--- src/rtl/ctrl_pipe_hazard.sv ---
// +--------------------------------------------------------------------------+
// | ctrl_pipe_hazard: ID/EX, EX/MEM, MEM/WB control pipeline, bubbles,        |
// | branch/jump flush and stall control. Option macro: CTRL_FWD_EN.           |
// | Revision: 1.0                                                             |
// +--------------------------------------------------------------------------+
`default_nettype none

module ctrl_pipe_hazard #(
    parameter int CNT_W = 16
) (
    input  logic             clk,
    input  logic             rst_n,
    input  logic             id_valid,
    input  logic             id_reg_dst,
    input  logic             id_alu_src,
    input  logic             id_mem_to_reg,
    input  logic             id_reg_write,
    input  logic             id_mem_read,
    input  logic             id_mem_write,
    input  logic             id_branch,
    input  logic             id_jump,
    input  logic             id_bne,
    input  logic [1:0]       id_alu_op,
    input  logic [4:0]       id_rs,
    input  logic [4:0]       id_rt,
    input  logic [4:0]       id_rd,
    input  logic             ex_zero,
    output logic             ex_alu_src,
    output logic [1:0]       ex_alu_op,
    output logic             ex_mem_read,
    output logic             ex_mem_write,
    output logic             ex_mem_to_reg,
    output logic             ex_reg_write,
    output logic             ex_branch,
    output logic             ex_jump,
    output logic             ex_bne,
    output logic [4:0]       ex_dest,
    output logic             mem_mem_read,
    output logic             mem_mem_write,
    output logic             mem_mem_to_reg,
    output logic             mem_reg_write,
    output logic [4:0]       mem_dest,
    output logic             wb_mem_to_reg,
    output logic             wb_reg_write,
    output logic [4:0]       wb_dest,
    output logic             pc_write,
    output logic             ifid_write,
    output logic             ifid_flush,
    output logic             pc_src_taken,
    output logic [1:0]       fwd_a,
    output logic [1:0]       fwd_b,
    output logic [CNT_W-1:0] stall_cnt
);

    localparam logic [4:0] c_REG_ZERO = 5'd0;

    typedef struct packed {
        logic       alu_src;
        logic [1:0] alu_op;
        logic       mem_read;
        logic       mem_write;
        logic       mem_to_reg;
        logic       reg_write;
        logic       branch;
        logic       jump;
        logic       bne;
        logic [4:0] dest;
    } idex_t;

    idex_t            idex_q, idex_d;
    logic             exmem_read_q, exmem_write_q, exmem_to_reg_q, exmem_reg_write_q;
    logic [4:0]       exmem_dest_q;
    logic             memwb_to_reg_q, memwb_reg_write_q;
    logic [4:0]       memwb_dest_q;
    logic [CNT_W-1:0] stall_cnt_q, stall_cnt_d;

    logic w_taken, w_uses_rt, w_hit_ex, w_hazard, w_stall, w_bubble;

    assign w_taken   = idex_q.jump | (idex_q.branch & (ex_zero ^ idex_q.bne));
    assign w_uses_rt = id_valid & (~id_alu_src | id_mem_write);
    assign w_hit_ex  = idex_q.reg_write && (idex_q.dest != c_REG_ZERO) &&
                       ((id_valid && (id_rs == idex_q.dest)) ||
                        (w_uses_rt && (id_rt == idex_q.dest)));

`ifdef CTRL_FWD_EN
    logic [4:0] ex_rs_q, ex_rt_q;

    // Forwarding covers distance 1 and 2, so only a load in EX must wait.
    assign w_hazard = idex_q.mem_read & w_hit_ex;

    function automatic logic [1:0] fwd_sel(input logic [4:0] src);
        fwd_sel = 2'b00;
        if (exmem_reg_write_q && (exmem_dest_q != c_REG_ZERO) && (exmem_dest_q == src))
            fwd_sel = 2'b10;
        else if (memwb_reg_write_q && (memwb_dest_q != c_REG_ZERO) && (memwb_dest_q == src))
            fwd_sel = 2'b01;
    endfunction

    assign fwd_a = fwd_sel(ex_rs_q);
    assign fwd_b = fwd_sel(ex_rt_q);

    always_ff @(posedge clk or negedge rst_n) begin
        if (!rst_n) begin
            ex_rs_q <= '0;
            ex_rt_q <= '0;
        end else begin
            ex_rs_q <= w_bubble ? c_REG_ZERO : id_rs;
            ex_rt_q <= w_bubble ? c_REG_ZERO : id_rt;
        end
    end
`else
    logic w_hit_mem;

    // The register file writes in the first half-cycle, so WB never conflicts.
    assign w_hit_mem = exmem_reg_write_q && (exmem_dest_q != c_REG_ZERO) &&
                       ((id_valid && (id_rs == exmem_dest_q)) ||
                        (w_uses_rt && (id_rt == exmem_dest_q)));
    assign w_hazard  = w_hit_ex | w_hit_mem;
    assign fwd_a     = 2'b00;
    assign fwd_b     = 2'b00;
`endif

    assign w_stall  = w_hazard & ~w_taken;
    assign w_bubble = ~id_valid | w_stall | w_taken;

    always_comb begin
        idex_d = '0;
        if (!w_bubble) begin
            idex_d.alu_src    = id_alu_src;
            idex_d.alu_op     = id_alu_op;
            idex_d.mem_read   = id_mem_read;
            idex_d.mem_write  = id_mem_write;
            idex_d.mem_to_reg = id_mem_to_reg;
            idex_d.reg_write  = id_reg_write;
            idex_d.branch     = id_branch;
            idex_d.jump       = id_jump;
            idex_d.bne        = id_bne;
            idex_d.dest       = id_reg_dst ? id_rd : id_rt;
        end
    end

    always_comb begin
        stall_cnt_d = stall_cnt_q;
        if (w_stall && (stall_cnt_q != {CNT_W{1'b1}}))
            stall_cnt_d = stall_cnt_q + {{(CNT_W-1){1'b0}}, 1'b1};
    end

    always_ff @(posedge clk or negedge rst_n) begin
        if (!rst_n) begin
            idex_q            <= '0;
            exmem_read_q      <= 1'b0;
            exmem_write_q     <= 1'b0;
            exmem_to_reg_q    <= 1'b0;
            exmem_reg_write_q <= 1'b0;
            exmem_dest_q      <= '0;
            memwb_to_reg_q    <= 1'b0;
            memwb_reg_write_q <= 1'b0;
            memwb_dest_q      <= '0;
            stall_cnt_q       <= '0;
        end else begin
            idex_q            <= idex_d;
            exmem_read_q      <= idex_q.mem_read;
            exmem_write_q     <= idex_q.mem_write;
            exmem_to_reg_q    <= idex_q.mem_to_reg;
            exmem_reg_write_q <= idex_q.reg_write;
            exmem_dest_q      <= idex_q.dest;
            memwb_to_reg_q    <= exmem_to_reg_q;
            memwb_reg_write_q <= exmem_reg_write_q;
            memwb_dest_q      <= exmem_dest_q;
            stall_cnt_q       <= stall_cnt_d;
        end
    end

    assign ex_alu_src     = idex_q.alu_src;
    assign ex_alu_op      = idex_q.alu_op;
    assign ex_mem_read    = idex_q.mem_read;
    assign ex_mem_write   = idex_q.mem_write;
    assign ex_mem_to_reg  = idex_q.mem_to_reg;
    assign ex_reg_write   = idex_q.reg_write;
    assign ex_branch      = idex_q.branch;
    assign ex_jump        = idex_q.jump;
    assign ex_bne         = idex_q.bne;
    assign ex_dest        = idex_q.dest;
    assign mem_mem_read   = exmem_read_q;
    assign mem_mem_write  = exmem_write_q;
    assign mem_mem_to_reg = exmem_to_reg_q;
    assign mem_reg_write  = exmem_reg_write_q;
    assign mem_dest       = exmem_dest_q;
    assign wb_mem_to_reg  = memwb_to_reg_q;
    assign wb_reg_write   = memwb_reg_write_q;
    assign wb_dest        = memwb_dest_q;
    assign pc_write       = ~w_stall;
    assign ifid_write     = ~w_stall;
    assign ifid_flush     = w_taken;
    assign pc_src_taken   = w_taken;
    assign stall_cnt      = stall_cnt_q;

endmodule

`default_nettype wire

--- config.mk ---
export PLATFORM = sky130hd
export DESIGN_NAME = ctrl_pipe_hazard
export DESIGN_NICKNAME = d
export VERILOG_FILES = /design/src/rtl/ctrl_pipe_hazard.sv
export SDC_FILE = /design/constraint.sdc
export NUM_CORES = 1
export LEC_CHECK = 0
export CORE_ASPECT_RATIO = 1.4
export CORE_UTILIZATION = 46
export DETAILED_ROUTE_END_ITERATION = 8
export PLACE_DENSITY = 0.85
export SYNTH_ARGS = -nofsm -noshare
export SYNTH_HDL_FRONTEND = slang
export SYNTH_SLANG_ARGS = --single-unit
--- constraint.sdc ---
create_clock -name clk -period 2.7 [get_ports clk]
set_input_delay 0.54 -clock clk [delete_from_list [all_inputs] [get_ports clk]]
set_output_delay 0.54 -clock clk [all_outputs]
set_load 0.02 [all_outputs]
==> results of run 1 <==
==> metal layers <==
layer | up-vias | routed length, microns
met1 | 808 | 1798
li1 | 785 | -
met5 | - | 0
met4 | 0 | 123
met2 | 58 | 2835
met3 | 14 | 222
==> area by class of cell <==
cell class / count / area [sq um] / share of cell area (%)
Multi-Input combinational cell: 116 / 894.6 / 27.75
Tap cell: 60 / 75.07 / 2.328
Timing Repair Buffer: 103 / 975.9 / 30.27
Clock buffer: 7 / 86.33 / 2.678
Sequential cell: 47 / 1176 / 36.48
Clock inverter: 1 / 8.758 / 0.2716
Inverter: 2 / 7.507 / 0.2328
==> path summary, 6_finish.rpt <==
path	slack (ns)	endpoint	start
worst min register to register	0.38	mem_mem_write$_DFF_PN0_	ex_mem_write$_DFF_PN0_
worst min-delay path	0.11	mem_mem_write$_DFF_PN0_	rst_n
min in group clk	0.38	mem_mem_write$_DFF_PN0_	ex_mem_write$_DFF_PN0_
max in group asynchronous	1.88	wb_dest[2]$_DFF_PN0_	rst_n
worst max register to register	0.45	stall_cnt[3]$_DFFE_PN0P_	stall_cnt[0]$_DFFE_PN0P_
worst max-delay path	0.09	ifid_write	id_rt[4]
==> through the flow <==
stage / power (mW) / setup TNS, ns / cells
global placement: 1.148 / -0.6555 / 328
global route: 1.647 / 0 / 336
CTS: 1.589 / 0 / 336
floorplan: 0.9526 / 0 / 173
detailed placement: 1.157 / -0.7227 / 328
finish: 1.582 / 0 / 336
==> power by group through the flow <==
stage                     clock [mW]  combinational, mW  sequential [mW]
after floorplan                    0              0.104            0.849
after global placement             0              0.356            0.792
after detailed placement           0              0.362            0.796
after CTS                      0.442              0.365            0.782
after global routing           0.467              0.391            0.788
final                          0.436              0.365            0.782
==> placed cells by master (no fill, tap or decap), types with 2 or more instances in the layout <==
cell type | synthesis | routed
a21o_1 | 2 | 2
a21oi_1 | 2 | 2
and2_1 | 10 | 10
and3_1 | 2 | 2
and4_1 | 2 | 2
buf_4 | 6 | 25
clkbuf_8 | 0 | 6
clkdlybuf4s50_1 | 0 | 69
conb_1 | 1 | 4
dfrtp_1 | 47 | 47
dlygate4sd2_1 | 0 | 2
dlymetal6s2s_1 | 0 | 6
mux2i_1 | 5 | 5
nand2_1 | 6 | 6
nand2_2 | 2 | 2
nand3_1 | 11 | 10
nand4_1 | 6 | 6
nor2_1 | 5 | 5
nor4_1 | 5 | 5
o21ai_1 | 2 | 2
or4_1 | 2 | 2
xnor2_1 | 24 | 22
xnor2_2 | 0 | 2
xor2_1 | 12 | 12
==> timing repair <==
| action | 4_1_cts | 5_1_grt |
|---|---|---|
| resized for setup | 13 | 10 |
| pin swaps | 3 | 6 |
| endpoints found under the setup margin | 4 | 2 |
==> cell families after synthesis <==
group | share of synthesized area (%)
AND/OR/NAND/NOR | 16.96
flip-flops | 56.32
adder cells (fa/ha/maj) | 0.5991
buffers and inverters | 2.935
AO/OA/AOI/OAI | 4.973
multiplexers | 2.936
other | 0.1796
XOR/XNOR | 15.10
==> critical path: cells and delay by family <==
| kind | cells | cell delay (ns) |
|---|---|---|
| buf+inv | 3 | 0.81 |
| compound gates | 2 | 0.39 |
| simple gates | 2 | 0.21 |
| xor+xnor | 1 | 0.11 |
==> flow_metrics.py, run 1 <==
metrics = {
    "outcome": {
        "status": "complete, no violations",
    },
    "power_and_ir_drop": {
        "leakagePower_nw": 1.500,
        "ir_drop_mv": 0.3955,
        "power.density_mw_per_mm2": 490.7,
        "seqPwrFrac_pct": 49.4,
        "p_comb_share_pct": 23.1,
        "p_int_mw": 1.144,
        "p_sw_share_pct": 27.71,
        "p_clk_share_pct": 27.5,
        "switching_power_mw": 0.4384,
    },
    "synthesis": {
        "synth-edff-count": 0,
        "async_reset_ff_share_pct": 100.0,
        "netlist_instances": 170,
        "yosysSeqAreaShare_pct": 56.32,
        "ys_ff_latch": 47,
        "synth_common_cells": "dfrtp_1, xnor2_1, xor2_1, nand3_1, and2_1",
        "synth_ff_type": "dfrtp_1",
        "synth_warnings": 0,
        "synth.most_common_cell": "dfrtp_1",
        "synth.largest_area_cell": "dfrtp_1",
        "synthesis.area_sq_mm": 0.002088,
        "synth_area_leaders": "dfrtp_1, xnor2_1, xor2_1, and2_1, nand3_1",
        "synth_top_cell_area_share_pct": 56.32,
        "syn_avg_cell_area_sq_um": 12.28,
        "ys_types": 35,
    },
    "timing": {
        "finalHoldViolations": 0,
        "holdWs_ns": 0.1116,
        "period_minus_slack_ns": 2.606,
        "rsz0062_at_grt": "no",
        "slew_violations": 0,
        "finalCritPeriodShare_pct": 96.52,
        "clock_skew_ns": 0.008855,
        "fmax_ghz": 0.3837,
        "layout_setup_ws_ns": 0.09396,
        "relSlewSlack_pct": 66.01,
        "tightest_slew_ns": 0.5060,
        "final-setup-viol-count": 0,
    },
    "critical_path": {
        "slowest_delay_ns": 0.50,
        "crit_path_start_kind": "primary input",
        "cp_common_cell": "buf_4",
        "critPathRequiredTime_ns": 2.16,
        "crit_slowest_cell": "clkdlybuf4s50_1",
        "path_max_fanout": 3,
        "end_kind": "output port",
        "cp.arrival_ns": 2.07,
        "r2r_cells": 8,
        "path_cells": "clkdlybuf4s50_1 -> buf_4 -> xnor2_2 -> nand3_1 -> o32ai_2 -> nand2b_2 -> a21o_1 -> buf_4",
        "critPathKind": "primary input to output port",
    },
    "floorplan": {
        "core-area_sq_mm": 0.004274,
        "die_area_sq_mm": 0.004817,
        "ioPinCount": 85,
        "start_util_pct": 48.86,
        "die_w_microns": 58.95,
        "die_y_microns": 81.72,
        "rows": 28,
    },
    "clock_tree": {
        "cts_tree": "yes",
        "clk_latency_ns": 0.30,
        "ctsHtreeMaxLevel": 2,
        "clock_tree.buffer_depth": 2,
        "cts_setup_buffers": 0,
        "clkTransAtPathRegs_ns": 0.08,
        "clkSinkCount": 47,
        "numCtsBuffers": 5,
        "clock-root-buffer": "clkbuf_8",
        "postCtsHoldBufs": 0,
    },
    "routing": {
        "wl_per_cell_microns": 14.82,
        "finalWirelength_mm": 4.980,
        "dr.pass1.iters": 4,
        "viasPerCell": 4.955,
        "postRouteAntennaNets": 0,
        "drc": 0,
        "num_vias": 1665,
        "drt-initial-drc-count": 42,
    },
    "global_route": {
        "gr-total-overflow": 0,
        "use_met1_pct": 24.92,
        "antenna_found_initial": 0,
        "grt_max_degree": 34,
        "met3_usage_pct": 5.197,
        "grt_use_total_pct": 23.58,
        "grt_pass1_wl_mm": 8.314,
        "grt_pass1_vias": 1807,
        "busiest_layer": "met2",
        "grt_use_met2_pct": 44.32,
    },
    "placement": {
        "gp_congestion": 0.8366,
        "place.port_buffers": 80,
        "pre_cts_ws_ns": -0.3490,
        "hpwlAfterDp_mm": 3.782,
        "placed_area_sq_mm": 0.003089,
    },
    "final_layout": {
        "final_core_util_pct": 75.44,
        "nFillCells": 304,
        "nets": 306,
        "largest_register_ffs": 16,
        "antennaDiodeCount": 0,
        "drive_above_1_share_pct": 17.39,
        "final_area_sq_mm": 0.003224,
        "area_delta_synth_final_pct": 54.40,
    },
    "worst_hold_path": {
        "hold_class": "primary input to async pin",
    },
    "job": {
        "drv_cap": 0,
    },
}
Power figures use the tool's default switching activity.
==> run 2: changes to the inputs <==
- CORE_MARGIN: unset -> 10
==> flow_metrics.py, run 2 (synthesis results as in run 1) <==
metrics = {
    "global_route": {
        "grt_pass1_wl_mm": 9.114,
        "use_met1_pct": 14.43,
        "grt_use_total_pct": 14.76,
        "met3_usage_pct": 6.036,
        "busiest_layer": "met2",
        "grt_max_degree": 25,
        "grt_use_met2_pct": 27.20,
        "gr-total-overflow": 0,
        "grt_pass1_vias": 1885,
        "antenna_found_initial": 0,
    },
    "power_and_ir_drop": {
        "ir_drop_mv": 0.3567,
        "seqPwrFrac_pct": 46.5,
        "p_clk_share_pct": 31.5,
        "p_sw_share_pct": 26.35,
        "leakagePower_nw": 1.519,
        "p_int_mw": 1.232,
        "p_comb_share_pct": 22.0,
        "power.density_mw_per_mm2": 515.2,
        "finalPower_mw": 1.673,
        "switching_power_mw": 0.4409,
    },
    "critical_path": {
        "slowest_delay_ns": 0.51,
        "critPathRequiredTime_ns": 2.16,
        "crit_path_start_kind": "primary input",
        "cp.arrival_ns": 2.08,
        "critPathKind": "primary input to output port",
        "crit_slowest_cell": "clkdlybuf4s50_1",
        "path_cells": "clkdlybuf4s50_1 -> xnor2_1 -> nand2_1 -> nor4_4 -> o21bai_2 -> a21o_1 -> buf_2",
        "path_max_fanout": 3,
        "end_kind": "output port",
    },
    "routing": {
        "drt-initial-drc-count": 64,
        "postRouteAntennaNets": 0,
        "dr.pass1.iters": 4,
        "wl_per_cell_microns": 17.04,
        "viasPerCell": 4.916,
        "num_vias": 1647,
        "finalWirelength_mm": 5.710,
        "drc": 0,
    },
    "final_layout": {
        "layout_common_cells": "clkdlybuf4s50_1, dfrtp_1, buf_4",
        "area_delta_synth_final_pct": 55.48,
        "largest_register_ffs": 16,
        "drive_above_1_share_pct": 17.82,
        "final_common_cell": "clkdlybuf4s50_1",
        "nets": 305,
        "antennaDiodeCount": 0,
    },
    "timing": {
        "clock_skew_ns": 0.002744,
        "relSlewSlack_pct": 66.53,
        "fmax_ghz": 0.3824,
        "layout_setup_ws_ns": 0.08478,
        "finalHoldViolations": 0,
        "period_minus_slack_ns": 2.615,
        "final-setup-viol-count": 0,
        "finalCritPeriodShare_pct": 96.86,
        "slew_violations": 0,
        "tightest_slew_ns": 0.5021,
    },
    "floorplan": {
        "rows": 28,
        "die_w_microns": 76.95,
        "die_y_microns": 99.72,
        "ioPinCount": 85,
        "start_util_pct": 48.46,
        "die_area_sq_mm": 0.007673,
        "core-area_sq_mm": 0.004309,
    },
    "placement": {
        "pre_cts_ws_ns": -0.3834,
        "place.port_buffers": 80,
        "hpwlAfterDp_mm": 4.570,
        "gp_congestion": 0.7846,
    },
    "worst_hold_path": {
        "hold_class": "primary input to async pin",
    },
    "outcome": {
        "status": "complete, no violations",
    },
    "clock_tree": {
        "ctsHtreeMaxLevel": 2,
        "clkTransAtPathRegs_ns": 0.08,
        "clk_latency_ns": 0.29,
        "cts_tree": "yes",
        "clock_tree.buffer_depth": 2,
        "numCtsBuffers": 5,
        "clkSinkCount": 47,
        "clock-root-buffer": "clkbuf_8",
        "postCtsHoldBufs": 0,
    },
    "job": {
        "drv_cap": 0,
    },
}
==> run 2: per-layer routing <==
metal | share of wire [%] | vias up | wire length [microns]
met3 | 8.2 | 5 | 469
met2 | 55 | 52 | 3131
met5 | 0 | - | 0
met1 | 36 | 809 | 2054
li1 | - | 781 | -
met4 | 0.95 | 0 | 54
==> run 2: critical path, delay by kind of cell <==
kind	cells	cell delay (ns)
AOI/OAI and AO/OA	2	0.28
xor gates and xnor gates	1	0.14
and+or+nand+nor	2	0.43
buffers and inverters	2	0.68
==> run 2: path summary, 6_finish.rpt <==
| path | from | endpoint | slack, ns | depth (start not counted) |
|---|---|---|---|---|
| max | id_rt[4] | pc_write | 0.08 | 7 |
| min | rst_n | wb_mem_to_reg$_DFF_PN0_ | 0.20 | 1 |
| max in group asynchronous | rst_n | stall_cnt[3]$_DFFE_PN0P_ | 1.81 | 2 |
| min reg2reg | ex_mem_write$_DFF_PN0_ | mem_mem_write$_DFF_PN0_ | 0.39 | 0 |
| min in group clk | ex_mem_write$_DFF_PN0_ | mem_mem_write$_DFF_PN0_ | 0.39 | 0 |
| max reg2reg | mem_dest[4]$_DFF_PN0_ | stall_cnt[15]$_DFFE_PN0P_ | 0.56 | 9 |
==> run 2: final cells by class <==
type                    count  area [sq um]
fillers                   296          1062
well taps                  60         75.07
clock buffers               6         82.58
flip-flops and latches     47          1176
repair buffers            102         970.9
multi-input cells         116         899.6
clock inverters             2         35.03
inverters                   2         7.507
==> run 2: timing repair <==
item | in CTS | in global routing
setup endpoints to repair | 2 | 4
gates resized for setup | 9 | 13
buffers inserted | 0 | 0
pin swaps | 1 | 5
==> run 2: power by group through the flow <==
stage	clock network, mW	logic (mW)	registers (mW)
2_1_floorplan	0	0.104	0.849
3_3_place_gp	0	0.358	0.791
3_5_place_dp	0	0.364	0.793
4_1_cts	0.534	0.368	0.779
5_1_grt	0.574	0.396	0.786
6_report	0.526	0.368	0.778
==> run 2: per-stage QoR <==
stage / cells / setup TNS (ns) / area [sq um] / util, % / hold slack, ns
after floorplan: 173 / 0 / 2100 / - / 0.2444
after global placement: 327 / -0.7042 / 3082 / 71.52 / 0.3573
after detailed placement: 327 / -0.7653 / 3082 / 71.52 / 0.3684
after CTS: 335 / 0 / 3194 / 74.13 / 0.2082
after global routing: 335 / -0.02261 / 3247 / 75.35 / 0.2261
final: 335 / 0 / 3247 / 75.35 / 0.2033
